===== src/rtl/multicycle_control_fsm_if.sv =====
// Control bus between the multicycle control sequencer and the datapath / cache controller.
// The master side is the sequencer: it consumes the opcode, ALU flag and cache
// completion, and drives every datapath select, enable and memory request.
interface multicycle_control_fsm_if;
  logic [6:0] Op;
  logic       Zero;
  logic       MemReady;
  logic       MemReq;
  logic       MemWrite;
  logic       AdrSrc;
  logic       IRWrite;
  logic       PCWrite;
  logic       RegWrite;
  logic [1:0] ResultSrc;
  logic [1:0] ALUSrcA;
  logic [1:0] ALUSrcB;
  logic [1:0] ALUOp;
  logic       MemErr;
  logic       Illegal;

  modport master (
    input  Op, Zero, MemReady,
    output MemReq, MemWrite, AdrSrc, IRWrite, PCWrite, RegWrite,
           ResultSrc, ALUSrcA, ALUSrcB, ALUOp, MemErr, Illegal
  );

  modport slave (
    output Op, Zero, MemReady,
    input  MemReq, MemWrite, AdrSrc, IRWrite, PCWrite, RegWrite,
           ResultSrc, ALUSrcA, ALUSrcB, ALUOp, MemErr, Illegal
  );
endinterface


===== src/rtl/multicycle_control_fsm.sv =====
// Main control sequencer for the multicycle RISC-V core with cache.
// Steps each instruction through fetch/decode/execute/memory/writeback and
// waits on the cache controller in FETCH, MEMREAD and MEMWRITE, aborting back
// to FETCH (MemErr pulse) after MAX_WAIT stalled cycles.
// Optional macro ILLEGAL_TRAP_EN: unsupported opcodes lock the FSM in TRAP with
// Illegal=1 until reset; without it they behave as a NOP.
module multicycle_control_fsm #(
  parameter int MAX_WAIT = 255,
  parameter int WAIT_W   = 8
) (
  input logic                    CLK,
  input logic                    RST,
  multicycle_control_fsm_if.master bus
);

  typedef enum logic [3:0] {
    FETCH,
    DECODE,
    MEMADR,
    MEMREAD,
    MEMWB,
    MEMWRITE,
    EXECR,
    EXECI,
    ALUWB,
    BEQ,
    JAL
`ifdef ILLEGAL_TRAP_EN
    , TRAP
`endif
  } state_t;

  state_t state, state_next;

  logic [WAIT_W-1:0] wait_cnt, wait_cnt_next;
  logic wait_state;
  logic timeout;

  logic mem_req, mem_write, adr_src, ir_write, pc_write, reg_write;
  logic [1:0] result_src, alu_src_a, alu_src_b, alu_op;

  // State register and wait counter; reset parks the FSM in FETCH with no wait history.
  always_ff @(posedge CLK or negedge RST) begin
    if (!RST) begin
      state    <= FETCH;
      wait_cnt <= '0;
    end else begin
      state    <= state_next;
      wait_cnt <= wait_cnt_next;
    end
  end

  assign wait_state = (state == FETCH) || (state == MEMREAD) || (state == MEMWRITE);
  assign timeout    = wait_state && !bus.MemReady && (wait_cnt == WAIT_W'(MAX_WAIT));

  // Next-state, wait-count and datapath control decode; completion takes priority over timeout.
  always_comb begin
    state_next    = state;
    wait_cnt_next = '0;
    mem_req       = 1'b0;
    mem_write     = 1'b0;
    adr_src       = 1'b0;
    ir_write      = 1'b0;
    pc_write      = 1'b0;
    reg_write     = 1'b0;
    result_src    = 2'b00;
    alu_src_a     = 2'b00;
    alu_src_b     = 2'b00;
    alu_op        = 2'b00;

    if (wait_state && !bus.MemReady && (wait_cnt < WAIT_W'(MAX_WAIT))) begin
      wait_cnt_next = wait_cnt + 1'b1;
    end

    case (state)
      FETCH: begin
        mem_req    = 1'b1;
        alu_src_b  = 2'b10;
        result_src = 2'b10;
        ir_write   = bus.MemReady;
        pc_write   = bus.MemReady;
        if (bus.MemReady) state_next = DECODE;
        else if (timeout) state_next = FETCH;
      end
      DECODE: begin
        alu_src_a = 2'b01;
        alu_src_b = 2'b01;
        case (bus.Op)
          7'b0000011, 7'b0100011: state_next = MEMADR;
          7'b0110011:             state_next = EXECR;
          7'b0010011:             state_next = EXECI;
          7'b1100011:             state_next = BEQ;
          7'b1101111:             state_next = JAL;
`ifdef ILLEGAL_TRAP_EN
          default:                state_next = TRAP;
`else
          default:                state_next = FETCH;
`endif
        endcase
      end
      MEMADR: begin
        alu_src_a  = 2'b10;
        alu_src_b  = 2'b01;
        state_next = bus.Op[5] ? MEMWRITE : MEMREAD;
      end
      MEMREAD: begin
        adr_src = 1'b1;
        mem_req = 1'b1;
        if (bus.MemReady) state_next = MEMWB;
        else if (timeout) state_next = FETCH;
      end
      MEMWB: begin
        result_src = 2'b01;
        reg_write  = 1'b1;
        state_next = FETCH;
      end
      MEMWRITE: begin
        adr_src   = 1'b1;
        mem_req   = 1'b1;
        mem_write = 1'b1;
        if (bus.MemReady || timeout) state_next = FETCH;
      end
      EXECR: begin
        alu_src_a  = 2'b10;
        alu_src_b  = 2'b00;
        alu_op     = 2'b10;
        state_next = ALUWB;
      end
      EXECI: begin
        alu_src_a  = 2'b10;
        alu_src_b  = 2'b01;
        alu_op     = 2'b10;
        state_next = ALUWB;
      end
      ALUWB: begin
        result_src = 2'b00;
        reg_write  = 1'b1;
        state_next = FETCH;
      end
      BEQ: begin
        alu_src_a  = 2'b10;
        alu_src_b  = 2'b00;
        alu_op     = 2'b01;
        result_src = 2'b00;
        pc_write   = bus.Zero;
        state_next = FETCH;
      end
      JAL: begin
        alu_src_a  = 2'b01;
        alu_src_b  = 2'b10;
        result_src = 2'b00;
        pc_write   = 1'b1;
        state_next = ALUWB;
      end
`ifdef ILLEGAL_TRAP_EN
      TRAP: begin
        state_next = TRAP;
      end
`endif
      default: begin
        state_next = FETCH;
      end
    endcase
  end

  assign bus.MemReq    = mem_req   & RST;
  assign bus.MemWrite  = mem_write & RST;
  assign bus.IRWrite   = ir_write  & RST;
  assign bus.PCWrite   = pc_write  & RST;
  assign bus.RegWrite  = reg_write & RST;
  assign bus.MemErr    = timeout   & RST;
  assign bus.AdrSrc    = adr_src;
  assign bus.ResultSrc = result_src;
  assign bus.ALUSrcA   = alu_src_a;
  assign bus.ALUSrcB   = alu_src_b;
  assign bus.ALUOp     = alu_op;

`ifdef ILLEGAL_TRAP_EN
  assign bus.Illegal = (state == TRAP);
`else
  assign bus.Illegal = 1'b0;
`endif

endmodule


===== src/flat_wrapper.sv =====
// flat-port wrapper written by rule: the top's interface ports become plain ports
module multicycle_control_fsm_flat 
#(
  parameter int MAX_WAIT = 255,
  parameter int WAIT_W   = 8
)
  (CLK, RST, bus_Op, bus_Zero, bus_MemReady, bus_MemReq, bus_MemWrite, bus_AdrSrc, bus_IRWrite, bus_PCWrite, bus_RegWrite, bus_ResultSrc, bus_ALUSrcA, bus_ALUSrcB, bus_ALUOp, bus_MemErr, bus_Illegal);
  multicycle_control_fsm_if bus_i ();
  input logic CLK;
  input logic RST;
  input wire logic [$bits(bus_i.Op)-1:0] bus_Op;
  input wire logic [$bits(bus_i.Zero)-1:0] bus_Zero;
  input wire logic [$bits(bus_i.MemReady)-1:0] bus_MemReady;
  output wire logic [$bits(bus_i.MemReq)-1:0] bus_MemReq;
  output wire logic [$bits(bus_i.MemWrite)-1:0] bus_MemWrite;
  output wire logic [$bits(bus_i.AdrSrc)-1:0] bus_AdrSrc;
  output wire logic [$bits(bus_i.IRWrite)-1:0] bus_IRWrite;
  output wire logic [$bits(bus_i.PCWrite)-1:0] bus_PCWrite;
  output wire logic [$bits(bus_i.RegWrite)-1:0] bus_RegWrite;
  output wire logic [$bits(bus_i.ResultSrc)-1:0] bus_ResultSrc;
  output wire logic [$bits(bus_i.ALUSrcA)-1:0] bus_ALUSrcA;
  output wire logic [$bits(bus_i.ALUSrcB)-1:0] bus_ALUSrcB;
  output wire logic [$bits(bus_i.ALUOp)-1:0] bus_ALUOp;
  output wire logic [$bits(bus_i.MemErr)-1:0] bus_MemErr;
  output wire logic [$bits(bus_i.Illegal)-1:0] bus_Illegal;
  assign bus_i.Op = bus_Op;
  assign bus_i.Zero = bus_Zero;
  assign bus_i.MemReady = bus_MemReady;
  assign bus_MemReq = bus_i.MemReq;
  assign bus_MemWrite = bus_i.MemWrite;
  assign bus_AdrSrc = bus_i.AdrSrc;
  assign bus_IRWrite = bus_i.IRWrite;
  assign bus_PCWrite = bus_i.PCWrite;
  assign bus_RegWrite = bus_i.RegWrite;
  assign bus_ResultSrc = bus_i.ResultSrc;
  assign bus_ALUSrcA = bus_i.ALUSrcA;
  assign bus_ALUSrcB = bus_i.ALUSrcB;
  assign bus_ALUOp = bus_i.ALUOp;
  assign bus_MemErr = bus_i.MemErr;
  assign bus_Illegal = bus_i.Illegal;
  multicycle_control_fsm #(.MAX_WAIT(MAX_WAIT), .WAIT_W(WAIT_W)) u_core (.CLK(CLK), .RST(RST), .bus(bus_i));
endmodule

===== config.mk =====
export PLATFORM = sky130hd
export DESIGN_NAME = multicycle_control_fsm_flat
export DESIGN_NICKNAME = d
export VERILOG_FILES = /design/src/rtl/multicycle_control_fsm_if.sv /design/src/rtl/multicycle_control_fsm.sv /design/src/flat_wrapper.sv
export SDC_FILE = /design/constraint.sdc
export NUM_CORES = 1
export LEC_CHECK = 0
export BUFFER_PORTS_ARGS = -buffer_cell sky130_fd_sc_hd__buf_2
export CAP_MARGIN = 20
export CORE_ASPECT_RATIO = 2
export CORE_UTILIZATION = 30
export DETAILED_ROUTE_END_ITERATION = 8
export GPL_ROUTABILITY_DRIVEN = 1
export GPL_TIMING_DRIVEN = 0
export HOLD_SLACK_MARGIN = 0.12
export PLACE_DENSITY = 0.56
export SLEW_MARGIN = 20
export SYNTH_ARGS = -nofsm -noshare
export SYNTH_HDL_FRONTEND = slang
export SYNTH_SLANG_ARGS = --single-unit
export TNS_END_PERCENT = 30

===== constraint.sdc =====
create_clock -name CLK -period 2 [get_ports CLK]
set_clock_uncertainty 0.15 [all_clocks]
set_input_delay 0.2 -clock CLK [delete_from_list [all_inputs] [get_ports CLK]]
set_output_delay 0.2 -clock CLK [all_outputs]
set_load 0.03 [all_outputs]

=== After elaboration in Yosys (flattened, before gate mapping) ===
Cells that the tools add are included.

* Bits of input ports: 11
* Flip-flop bits (word level): 12
* Word-level logic and storage cells: 64
* Output and inout port bits: 16

* Magnitude comparators: 1
* Equality and inequality tests: 18
* Reduce and logical (&&, ||, !) cells: 18
* Bitwise operators: 6
* Add/subtract/negate cells: 1
* Multiplexer cells: 18

{| class="wikitable"
|+ Operator list
! operator !! count
|-
| $pmux 4 s6 || 1
|-
| $pmux 4 s5 || 1
|-
| $eq 4x3->1 const B || 4
|-
| $mux 4 || 4
|-
| $pmux 2 s2 || 4
|-
| $eq 7x6->1 const B || 2
|-
| $eq 7x7->1 const B || 2
|-
| $eq 4x4->1 const B || 3
|-
| $reduce_or 2->1 || 6
|-
| $reduce_or 3->1 || 3
|-
| $add 8x1->8 const B || 1
|-
| $eq 4x2->1 const B || 2
|-
| $eq 8x8->1 const B || 1
|-
| $lt 8x8->1 const B || 1
|-
| $mux 8 || 1
|-
| $eq 7x2->1 const B || 1
|-
| $eq 7x5->1 const B || 1
|-
| $and 1x1->1 || 6
|-
| $mux 1 || 5
|-
| $eq 4x1->1 const B || 1
|-
| $logic_not 4->1 || 1
|-
| $reduce_or 4->1 || 1
|-
| $logic_and 1x1->1 || 3
|-
| $logic_or 1x1->1 || 3
|-
| other kinds (4) || 4
|}

=== Longest topological paths before layout ===
* Word-level depth: 8
* Mapped depth: 5
* Gate-level depth less buffers: 5

=== Worst setup path before layout ===
No wires, ideal clock.

* Path type: register to output
* Start point: register u_core.state[0]
* End point: output port bus_MemReq
* Arrival time: 2170 ps
* Data required time: 1650 ps
* Stages on the path, launching flop included: 4
* Slack: -520 ps
* Path buffers: 1
* Cell sequence: dfrtp_1 > clkbuf_1 > nor4_1 > o21a_1

* Longest elaborated chain between the ends: 4
* Elaborated cells on any way between the ends: 6
* Those cells by class: 2 x eq/ne; 1 x mux; 1 x bitwise; 2 x reduce/logical

{| class="wikitable"
|+ RTL lines
! element !! RTL line !! source
|-
| from (decl) || multicycle_control_fsm.sv:33 || <nowiki>state_t state, state_next;</nowiki>
|-
| from (signal assigned) || multicycle_control_fsm.sv:48 || <nowiki>state <= state_next;</nowiki>
|-
| $eq 4x3->1 (tied with other cells) || multicycle_control_fsm.sv:75 || <nowiki>case (state)</nowiki>
|-
| $reduce_or 3->1 (no line) * || -- ||
|-
| $mux 1 * || multicycle_control_fsm.sv:75 ||
|-
| $and 1x1->1 * || multicycle_control_fsm.sv:166 || <nowiki>assign bus.MemReq = mem_req & RST;</nowiki>
|-
| to (decl) || flat_wrapper.sv:14 || <nowiki>output wire logic [$bits(bus_i.MemReq)-1:0] bus_MemReq;</nowiki>
|}

Every way passes the cells marked *; elsewhere a longest branch is shown, timed or not.

=== Worst setup path after layout ===
* Start point: register u_core.state[3]
* End point: output port bus_MemErr

* Longest elaborated chain between the ends: 6
* Elaborated cells on any way between the ends: 8
* Those cells by class: 2 x eq/ne; 1 x bitwise; 5 x reduce/logical

{| class="wikitable"
|+ RTL lines
! element !! RTL line !! source
|-
| $eq 4x2->1 / $logic_not 4->1 (equally long branches) || multicycle_control_fsm.sv:53 || <nowiki>assign wait_state = (state == FETCH) || (state == MEMREAD) || (state == MEMWRITE);</nowiki>
|-
| $logic_or 1x1->1 || multicycle_control_fsm.sv:53 ||
|-
| $logic_or 1x1->1 * || multicycle_control_fsm.sv:53 ||
|-
| $logic_and 1x1->1 * (2 in a row) || multicycle_control_fsm.sv:54 || <nowiki>assign timeout = wait_state && !bus.MemReady && (wait_cnt == WAIT_W'(MAX_WAIT));</nowiki>
|-
| $and 1x1->1 * || multicycle_control_fsm.sv:171 || <nowiki>assign bus.MemErr = timeout & RST;</nowiki>
|-
| to (decl) || flat_wrapper.sv:24 || <nowiki>output wire logic [$bits(bus_i.MemErr)-1:0] bus_MemErr;</nowiki>
|}

Marks and branches as above.

==> results.md <==
- Status: complete, but fails checks
- Final Routed Wirelength: ~2300 um
- Mean instance size in the synthesized netlist: 7.97 sq um
- Reg-to-Reg End: u_core.state[1]
- Iter 0 DRT Violations: 17
- Share of layout cells above drive strength 1: between 30% and 40%
- Register area share after synthesis: 34.2%
- DR WL met2: approximately 1400 um
- Synth Register Bits: 12
- Row count: 27
- Area Growth Syn to Fin: 35.8%
- Routed wl met3: between 50 and 60 um
- Fin area: 1190 sq um
- Filler cell count: approximately 300
- Starting Density: 31.7%
- Setup ws final: -0.0228 ns
- Post-Syn Instances: 110
- Post-synth EDFFs: 0
- IO Port Bufs: 25
- Vias in the first global route: 903
- Fin nets: 156
- Met1 WL: 800 um
- GRT overflow: 0
- Worst Path Required: between 1.5 and 2 ns
- Max_cap viols: 0
- Placed cell areas: about 1100 sq um
- Post-route clock period utilization: 101%
- Pwr dens: 572 nW/um^2
- Sink Count: 12
- Hold worst-path end: u_core.state[3]
- Worst-skew pair later-pin latency: 0.24 ns
- CP Launch Type: flop
- CP max FO: 4
- Synth Warn #: 0
- GRT Total Usage: 16.6%
- Crit. End Element: primary output
- CTS max path bufs: 2
- Violated checks: setup timing
- Peak supply drop: around 0.32 mV
- Core area: 2770 sq um
- Pin count of the biggest net entering global routing: 13
- Worst path max stage delay: 0.53 ns
- Avg WL per Cell: 13.2 um
- Root Driver: clkbuf_8
- R2r worst-path depth: 5
- Reg-to-reg startpoint: u_core.state[3]
- R2r setup slk: 0.04 ns
- Hold path cells: 4
- Max frequency: 494 MHz
- Slew of the pin with the lowest slew margin: approximately 0.54 ns
- Initial antenna violation count: 0
- # diodes: 0
- CTS buffer count: 3
- RSZ-0062 raised after global routing: yes
- Routability congestion estimate: between 0.7 and 0.8
- Vias: 908
- CP Data Arrival Time: 1.67 ns
- Top Ports: 27
- Worst Hold Class: in -> reg
- Most frequently used flop master after synthesis: dfrtp_1
- Die height: a little under 80 um
- Setup violators final: 1
- Pleak: 0.576 nW
- Min-delay src: bus_Op[2]
- Yosys cell types: 34
- Final ANT Viol Nets: 0
- Drt pass-1 iters: 4
- Slew HR: 63.8%
- Setup CP Type: reg -> out
- H-tree depth: 1
- Post-synthesis cell area: between 800 and 900 sq um
- # DRC: 0
- Asr flop ratio synth: 100%
- Final Hold Viols: 0
- CTS tree: yes
- Die Wd: 40.2 um
- Fin. max-slew vios: 0
- Pre-CTS WS: 0.00943 ns
- DIE AREA: 3160 sq um
- First-pass GRT wire length: 3750 um
- Worst-path clk slew: 0.05 ns
- Final worst path period need: around 2.0 ns
- Vias per inst: 5.31
- Syn nets: around 120
- CP Cell Sequence: or4_4 > o22ai_4 > and3_4 > buf_6
- Slowest cell on crit path: or4_4
- DP HPWL: 1740 um
- Highest Signal Layer: met4
[worst max-delay path by stage]
stage / start / end
CTS: u_core.state[3] / bus_MemErr
global placement: u_core.state[0] / bus_PCWrite
floorplan: u_core.state[3] / bus_ALUSrcB[1]
finish: u_core.state[3] / bus_MemErr
global route: u_core.wait_cnt[0] / bus_MemErr
detailed placement: u_core.state[0] / bus_PCWrite
[layout make-up]
cell class | instances | area (sq um) | area share [%]
Tap cell | 29 | 36.3 | 3.05
Clock buffer | 3 | 41.3 | 3.47
Sequential cell | 12 | 303 | 25.4
Multi-Input combinational cell | 90 | 597 | 50.1
Inverter | 3 | 11.3 | 0.945
Timing Repair Buffer | 29 | 164 | 13.8
Buffer | 5 | 38.8 | 3.26
[Yosys cell counts, drive strengths merged (2+ instances only)]
cell	n	share of area (%)
nor4	4	2.9
o21ai	5	2.9
inv	3	1.3
nand2b	5	3.6
a21oi	6	3.4
nor3b	2	1.7
nand3	2	1.1
nand4	2	1.4
dfrtp	12	34
nand2	7	3.0
and2	4	2.9
clkbuf	4	1.7
and3	2	1.4
or3	2	1.4
nor3	6	3.4
xor2	3	3.0
xnor2	4	4.0
nor2	17	7.3
nor2b	5	3.6
[critical path, delay by kind of cell, from the launching register on]
kind	cells	cell delay [ns]
and+or+nand+nor	2	0.73
AOI/OAI and AO/OA	1	0.17
buffers and inverters	1	0.12
DFF	1	0.41
[cells by family (layout without fill, tap and decap cells)]
logic type               Yosys count  count (layout)  synth area share, %
AO/OA/AOI/OAI                     18              18                 14.3
buffers and inverters              8              40                 3.85
XOR/XNOR                           7               7                 6.99
other                              1               1                0.428
flip-flops                        12              12                 34.2
AND/OR/NAND/NOR                   62              62                 37.7
multiplexers                       1               1                 1.14
adder cells (fa/ha/maj)            1               1                 1.43
[power breakdown]
| group | switching (mW) | internal, mW | leakage, nW | total (mW) |
|---|---|---|---|---|
| clock network | 0.0786 | 0.132 | 0.0216 | 0.210 |
| logic | 0.127 | 0.0780 | 0.393 | 0.205 |
| registers | 0.0125 | 0.253 | 0.162 | 0.266 |
[sequential cells by signal (all words and copies together) (netlist names)]
signal           count
u_core.state         4
u_core.wait_cnt      8
[layout by cell type, fill, tap and decap left out, drive strengths merged, types with 5 or more instances in the layout]
| master | Yosys | layout |
|---|---|---|
| o21ai | 5 | 5 |
| nor3 | 6 | 6 |
| nor2 | 17 | 17 |
| nand2b | 5 | 5 |
| nor2b | 5 | 5 |
| clkbuf | 4 | 5 |
| nand2 | 7 | 7 |
| dfrtp | 12 | 12 |
| buf | 1 | 31 |
| a21oi | 6 | 6 |
[repair_timing]
item                                    in CTS  in global routing
setup buffers                                2                  1
gates cloned                                 0                  0
endpoints found under the setup margin       8                 10
pin swaps                                    2                  2
hold buffers                                 1                  0
gates resized for setup                     11                 11
hold endpoints to repair                    12                  0
[stage by stage]
stage	hold WS [ns]	utilization (%)	setup TNS, ns	power [mW]	std cells
after floorplan	-0.246	-	-0.0714	0.403	110
after global placement	-0.0198	38.2	0	0.458	164
after detailed placement	-0.0138	38.2	0	0.461	164
after CTS	0.186	41.6	-0.0634	0.688	170
after global routing	0.232	43.0	-0.148	0.723	171
final	0.185	43.0	-0.0228	0.681	171
[layer usage]
layer  track usage, %  vias to the layer above
li1                 -                      445
met1             16.6                      443
met2             30.3                       15
met3             2.54                        5
met4             7.33                        0
met5                0                        -
(Power assumes the default switching activity.)
